**config.mk**
```make
export PLATFORM = sky130hd
export DESIGN_NAME = caesar_char_frontend
export DESIGN_NICKNAME = d
export VERILOG_FILES = /design/src/rtl/caesar_pkg.sv /design/src/rtl/caesar_fifo2.sv /design/src/rtl/caesar_char_frontend.sv
export SDC_FILE = /design/constraint.sdc
export NUM_CORES = 1
export LEC_CHECK = 0
export ABC_AREA = 1
export BUFFER_PORTS_ARGS = -buffer_cell sky130_fd_sc_hd__clkbuf_2
export CORE_UTILIZATION = 50
export CTS_BUF_LIST = sky130_fd_sc_hd__clkbuf_16
export DETAILED_ROUTE_END_ITERATION = 10
export PLACE_DENSITY = 0.85
export SLEW_MARGIN = 20
export SYNTH_ARGS = -nofsm -noshare
export SYNTH_HDL_FRONTEND = slang
export SYNTH_SLANG_ARGS = --single-unit
```
**constraint.sdc**
```tcl
create_clock -name clk -period 5.5 [get_ports clk]
set_input_delay 0.275 -clock clk [delete_from_list [all_inputs] [get_ports clk]]
set_output_delay 0.275 -clock clk [all_outputs]
set_load 0.02 [all_outputs]
```
**src/rtl/caesar_pkg.sv**
```systemverilog
// Shared types and constants for the Caesar character front-end.
// Optional key rolling is enabled by defining CAESAR_KEY_ROLL_EN.
package caesar_pkg;

    localparam int unsigned LETTERS = 26;

    localparam logic [7:0] ASCII_UPPER_LO = 8'h41;
    localparam logic [7:0] ASCII_UPPER_HI = 8'h5A;
    localparam logic [7:0] ASCII_LOWER_LO = 8'h61;
    localparam logic [7:0] ASCII_LOWER_HI = 8'h7A;

    typedef enum logic {StNoKey, StRun} state_e;

    typedef struct packed {
        logic [4:0] index;
        logic       cap;
        logic       bypass;
        logic [7:0] raw;
        logic [4:0] key;
        logic       dir;
    } entry_t;

    // Build a buffer entry from a raw byte and the key in effect at acceptance.
    function automatic entry_t classify(input logic [7:0] b, input logic [4:0] key,
                                        input logic dir);
        entry_t e;
        e.raw    = b;
        e.key    = key;
        e.dir    = dir;
        e.index  = '0;
        e.cap    = 1'b0;
        e.bypass = 1'b0;
        if (b >= ASCII_UPPER_LO && b <= ASCII_UPPER_HI) begin
            e.cap   = 1'b1;
            e.index = 5'(b - ASCII_UPPER_LO);
        end else if (b >= ASCII_LOWER_LO && b <= ASCII_LOWER_HI) begin
            e.index = 5'(b - ASCII_LOWER_LO);
        end else begin
            e.bypass = 1'b1;
        end
        return e;
    endfunction

    function automatic logic [LETTERS-1:0] onehot(input logic [4:0] pos);
        return LETTERS'(1) << pos;
    endfunction

endpackage

```
**src/rtl/caesar_fifo2.sv**
```systemverilog
// Two-entry FIFO of classified bytes; expands letter index and key to one-hot
// at the read side so the buffer stores only compact fields.
module caesar_fifo2
    import caesar_pkg::*;
(
    input  logic               clk,
    input  logic               rst_n,
    input  logic               push,
    input  entry_t             din,
    input  logic               pop,
    output logic               full,
    output logic               empty,
    output logic [LETTERS-1:0] letter_oh,
    output logic [LETTERS-1:0] key_oh,
    output logic               en,
    output logic               cap,
    output logic               bypass,
    output logic [7:0]         raw
);

    entry_t     mem_q [2];
    logic       wr_ptr_q;
    logic       rd_ptr_q;
    logic [1:0] count_q;
    logic       do_push;
    logic       do_pop;
    entry_t     head;

    assign full    = (count_q == 2'd2);
    assign empty   = (count_q == 2'd0);
    assign do_push = push && !full;
    assign do_pop  = pop && !empty;
    assign head    = mem_q[rd_ptr_q];

    always_ff @(posedge clk) begin
        if (!rst_n) begin
            mem_q[0] <= '0;
            mem_q[1] <= '0;
            wr_ptr_q <= 1'b0;
            rd_ptr_q <= 1'b0;
            count_q  <= 2'd0;
        end else begin
            if (do_push) begin
                mem_q[wr_ptr_q] <= din;
                wr_ptr_q        <= !wr_ptr_q;
            end
            if (do_pop) begin
                rd_ptr_q <= !rd_ptr_q;
            end
            if (do_push && !do_pop) begin
                count_q <= count_q + 2'd1;
            end else if (do_pop && !do_push) begin
                count_q <= count_q - 2'd1;
            end
        end
    end

    // Fields read as zero while empty so stale storage never leaks out.
    always_comb begin
        letter_oh = '0;
        key_oh    = '0;
        en        = 1'b0;
        cap       = 1'b0;
        bypass    = 1'b0;
        raw       = '0;
        if (!empty) begin
            if (!head.bypass) begin
                letter_oh = onehot(head.index);
            end
            key_oh = onehot(head.key - 5'd1);
            en     = head.dir;
            cap    = head.cap;
            bypass = head.bypass;
            raw    = head.raw;
        end
    end

endmodule

```
**src/rtl/caesar_char_frontend.sv**
```systemverilog
// Stream front-end for the Caesar datapath: key holding, byte classification and
// a 2-entry output buffer. Define CAESAR_KEY_ROLL_EN to advance the key per letter.
module caesar_char_frontend
    import caesar_pkg::*;
#(
    parameter int unsigned CNT_W = 16
) (
    input  logic               clk,
    input  logic               rst_n,
    input  logic               key_load,
    input  logic [4:0]         key_val,
    input  logic               key_dir,
    output logic               key_err,
    output logic               key_ok,
    input  logic               in_valid,
    input  logic [7:0]         in_data,
    output logic               in_ready,
    output logic               out_valid,
    input  logic               out_ready,
    output logic [LETTERS-1:0] letter_oh,
    output logic [LETTERS-1:0] key_oh,
    output logic               en,
    output logic               cap,
    output logic               bypass,
    output logic [7:0]         raw,
    output logic [CNT_W-1:0]   char_count
);

    state_e           state_q;
    logic [4:0]       key_q;
    logic             dir_q;
    logic             key_err_q;
    logic [CNT_W-1:0] cnt_q;

    logic   full;
    logic   empty;
    logic   key_legal;
    logic   accept;
    logic   pop;
    entry_t entry;

    assign key_legal  = (key_val >= 5'd1) && (key_val <= 5'(LETTERS));
    assign in_ready   = (state_q == StRun) && !full;
    assign accept     = in_valid && in_ready;
    assign out_valid  = !empty;
    assign pop        = out_valid && out_ready;
    assign entry      = classify(in_data, key_q, dir_q);
    assign key_ok     = (state_q == StRun);
    assign key_err    = key_err_q;
    assign char_count = cnt_q;

    always_ff @(posedge clk) begin
        if (!rst_n) begin
            state_q   <= StNoKey;
            key_q     <= 5'd0;
            dir_q     <= 1'b0;
            key_err_q <= 1'b0;
            cnt_q     <= '0;
        end else begin
            key_err_q <= key_load && !key_legal;
            // A legal load wins over the per-letter advance in the same cycle.
            if (key_load && key_legal) begin
                key_q   <= key_val;
                dir_q   <= key_dir;
                state_q <= StRun;
            end
`ifdef CAESAR_KEY_ROLL_EN
            else if (accept && !entry.bypass) begin
                key_q <= (key_q == 5'(LETTERS)) ? 5'd1 : key_q + 5'd1;
            end
`endif
            if (accept && !entry.bypass && cnt_q != '1) begin
                cnt_q <= cnt_q + 1'b1;
            end
        end
    end

    caesar_fifo2 u_fifo (
        .clk       (clk),
        .rst_n     (rst_n),
        .push      (accept),
        .din       (entry),
        .pop       (pop),
        .full      (full),
        .empty     (empty),
        .letter_oh (letter_oh),
        .key_oh    (key_oh),
        .en        (en),
        .cap       (cap),
        .bypass    (bypass),
        .raw       (raw)
    );

endmodule

```
==> key figures <==
Die
  • Die ar.: 0.008296 sq mm
  • IO Pins: 102
  • Die width: 91.08 um
  • Placeable Area: 0.007687 sq mm
  • Initial Util: 51.61%
  • Die height: 91.08 um
  • Rows: 32

Place
  • Hpwl dp: 6.808 mm
  • Final GP Congestion: 0.8896
  • PortBufs: 101

Yosys
  • Yosys reg bits: 71
  • Post-Syn Area per Cell: 7.500 sq um
  • Cells after synthesis: 529
  • Yosys cell types: 32
  • Synth Warn #: 0
  • Share of the synthesized area in the top cell type: 31.79%
  • Syn_nets: 553
  • Cell taking the most area after synthesis: edfxtp_1
  • Synth Cell Area: 0.003968 sq mm
  • Top area cells in the synthesized netlist: edfxtp_1 (32%), dfxtp_1 (15%), nor2_1 (12%), nand2_1 (10%), inv_1 (4.6%)
  • Sequential element share of the synthesized area: 46.42%

STA
  • Unrepaired setup endpoints after global routing: false
  • Fmax: 0.2941 GHz
  • Slew HR: 38.74%
  • Tmin final: 3.400 ns
  • Clock skew: 0.006294 ns
  • Worst Tran Pin Value: 0.9167 ns
  • Final Max Tran Viols: 0
  • Final Cycle Share: 61.81%
  • Final hold vios: 0
  • Setup Viol. Count Final: 0
  • Fin Setup TNS: 0 ns
  • WHS: 0.1756 ns

Global route
  • Gr ovfl total: 0
  • Vias in the first global route: 3479
  • Gr usage total: 23.48%
  • Largest net degree at the start of global routing: 25
  • Initial antenna violation count: 0
  • First-pass GRT wire length: 15.84 mm

Critical path
  • Required @ worst endpoint: 5.22 ns
  • CP max stage delay: 0.87 ns
  • CP arrival: 3.12 ns
  • Worst setup EP type: output pin
  • Slowest CP cell: dfxtp_1
  • Worst-path cell chain: inv_2 > or2_2 > o21ai_1 > inv_1 > nor4_2 > clkbuf_2
  • Worst Path Class, Setup: register to output pin
  • Startpoint type of the worst setup path: register
  • Critical path peak fanout: 24

Route
  • Via-to-Cell Ratio: 5.243
  • Vias: 3812
  • Detail Route Antenna Nets: 0
  • Initial DRC count: 261
  • Routed Wire Length: 9.449 mm
  • # DRC: 0
  • DR WL/cell: 13.00 um
  • DRT Pass-1 Iters: 5

Power and ir drop
  • Psw: 0.6574 mW
  • Sequential power share: 34.6%
  • Clock network power share: 34.9%
  • Peak supply drop: 201.3 uV
  • Leak: 2.062 nW
  • Ratio of total power to cell area: 380.2 mW/mm^2
  • P_int: 1.179 mW
  • Comb power frac: 30.5%
  • Sw frac: 35.80%

Flow run
  • Max-Cap Viols: 0

Clock tree
  • Clock transition at path regs: 0.05 ns
  • Root buffer cell: clkbuf_16
  • Clock Latency Late Sink: 0.33 ns
  • TritonCTS buffer count: 9
  • Post-CTS Setup Bufs: 0
  • H-tree depth: 3
  • CTS max path bufs: 2
  • CTS tree: done
  • CTS sink count: 71
  • Hold Buf Count CTS: 0
  • CTS resizes: 0

Outcome
  • Run status: completed

Finish
  • Area Overhead vs Synth: 21.76%
  • Share of cells above drive strength 1: 21.76%
  • Fin util: 62.84%
  • Nets: 644
  • Diode count: 0

Hold path
  • Min-Delay Path Class: primary input to register
state kept, by name, indices dropped and copies added, names as in the netlist, named ones only:
| register | cells |
|---|---|
| dir_q | 1 |
| u_fifo.count_q | 2 |
| u_fifo.wr_ptr_q | 1 |
| key_err | 1 |
| u_fifo.mem_q | 42 |
| key_q | 5 |
| key_ok | 1 |
| u_fifo.rd_ptr_q | 1 |
| char_count | 16 |
worst max-delay path: cells and delay by family (launching register included):
kind / cells / cell delay (ns)
AOI/OAI and AO/OA: 1 / 0.44
buffers and inverters: 3 / 0.81
DFF: 1 / 0.87
and+or+nand+nor: 2 / 0.66
cells by family (layout without fill, tap and decap cells):
logic type               count (synthesis)  in the layout  synth area share (%)
AO/OA/AOI/OAI                           58             58                 7.600
XOR/XNOR                                12             12                 2.649
adder cells (fa/ha/maj)                  5              5                 1.577
buffers and inverters                   78            174                 7.979
flip-flops                              71             71                 46.42
multiplexers                             1              1                0.2523
AND/OR/NAND/NOR                        304            304                 33.52
cells in the final DEF (no fill, tap or decap), drive strengths merged:
master and instances:
bufinv 3, nand4 23, nand3b 2, clkbuf 110, nand2 110, and2 1
a21oi 34, or2 7, xnor2 2, edfxtp 42, nor3 7, xor2 10
mux2i 1, clkinv 4, ha 5, nor2 126, inv 57, nand3 24
nor4 4, o21ai 24, dfxtp 29
cells in the mapped netlist:
library cell	instances
a21oi_1	34
and2_1	1
buf_2	4
buf_4	3
buf_6	1
clkbuf_1	13
clkinv_1	2
dfxtp_1	29
edfxtp_1	42
ha_1	5
inv_1	49
inv_2	6
mux2i_1	1
nand2_1	108
nand2_2	2
nand3_1	22
nand3_2	2
nand3b_1	2
nand4_1	23
nor2_1	124
nor2_2	2
nor3_1	5
nor3_2	2
nor4_2	4
o21ai_0	17
o21ai_1	4
o21ai_2	3
or2_0	2
or2_1	4
or2_2	1
xnor2_1	2
xor2_1	10
power by group through the flow:
| stage | logic [mW] | registers [mW] | clock network (mW) |
|---|---|---|---|
| floorplan | 0.440 | 0.625 | 0 |
| detailed placement | 0.554 | 0.646 | 0 |
| global placement | 0.533 | 0.642 | 0 |
| CTS | 0.557 | 0.635 | 0.647 |
| global route | 0.620 | 0.641 | 0.666 |
| finish | 0.560 | 0.635 | 0.641 |
metrics by stage:
stage | instance area [sq um] | cells | power, mW | setup slack (ns)
3_5_place_dp | 4498 | 711 | 1.200 | 2.169
5_1_grt | 4831 | 727 | 1.927 | 1.824
3_3_place_gp | 4498 | 711 | 1.175 | 2.395
2_1_floorplan | 3968 | 529 | 1.065 | 3.011
4_1_cts | 4828 | 727 | 1.839 | 2.005
6_report | 4831 | 727 | 1.837 | 2.100
final timing paths:
check | startpoint | end | slack [ns] | cells after the start
max | register | letter_oh[10] | 2.10 | 6
min | key_load | key_err$_SDFF_PN0_ | 0.18 | 3
max reg2reg | u_fifo.count_q[0]$_SDFFE_PN0P_ | u_fifo.mem_q[0][0]$_SDFFCE_PN0P_ | 2.14 | 5
min reg2reg | key_ok$_SDFFE_PN0P_ | key_ok$_SDFFE_PN0P_ | 0.48 | 2
metal layers:
layer  GRT usage [%]  vias to the layer above  part of all wire, %
li1                -                     1906                    -
met1           28.91                     1725                   43
met2           41.29                      166                   49
met3           4.439                       15                  6.7
met4           7.804                        0                  1.2
met5               0                        -                    0
cell type report:
| class | instances | area, sq um |
|---|---|---|
| flip-flops and latches | 71 | 1842 |
| inverters | 57 | 214.0 |
| fillers | 644 | 2856 |
| well taps | 102 | 127.6 |
| clock inverters | 7 | 105.1 |
| multi-input cells | 380 | 1812 |
| repair buffers | 101 | 505.5 |
| clock buffers | 9 | 225.2 |
Power figures use the tool's default switching activity.
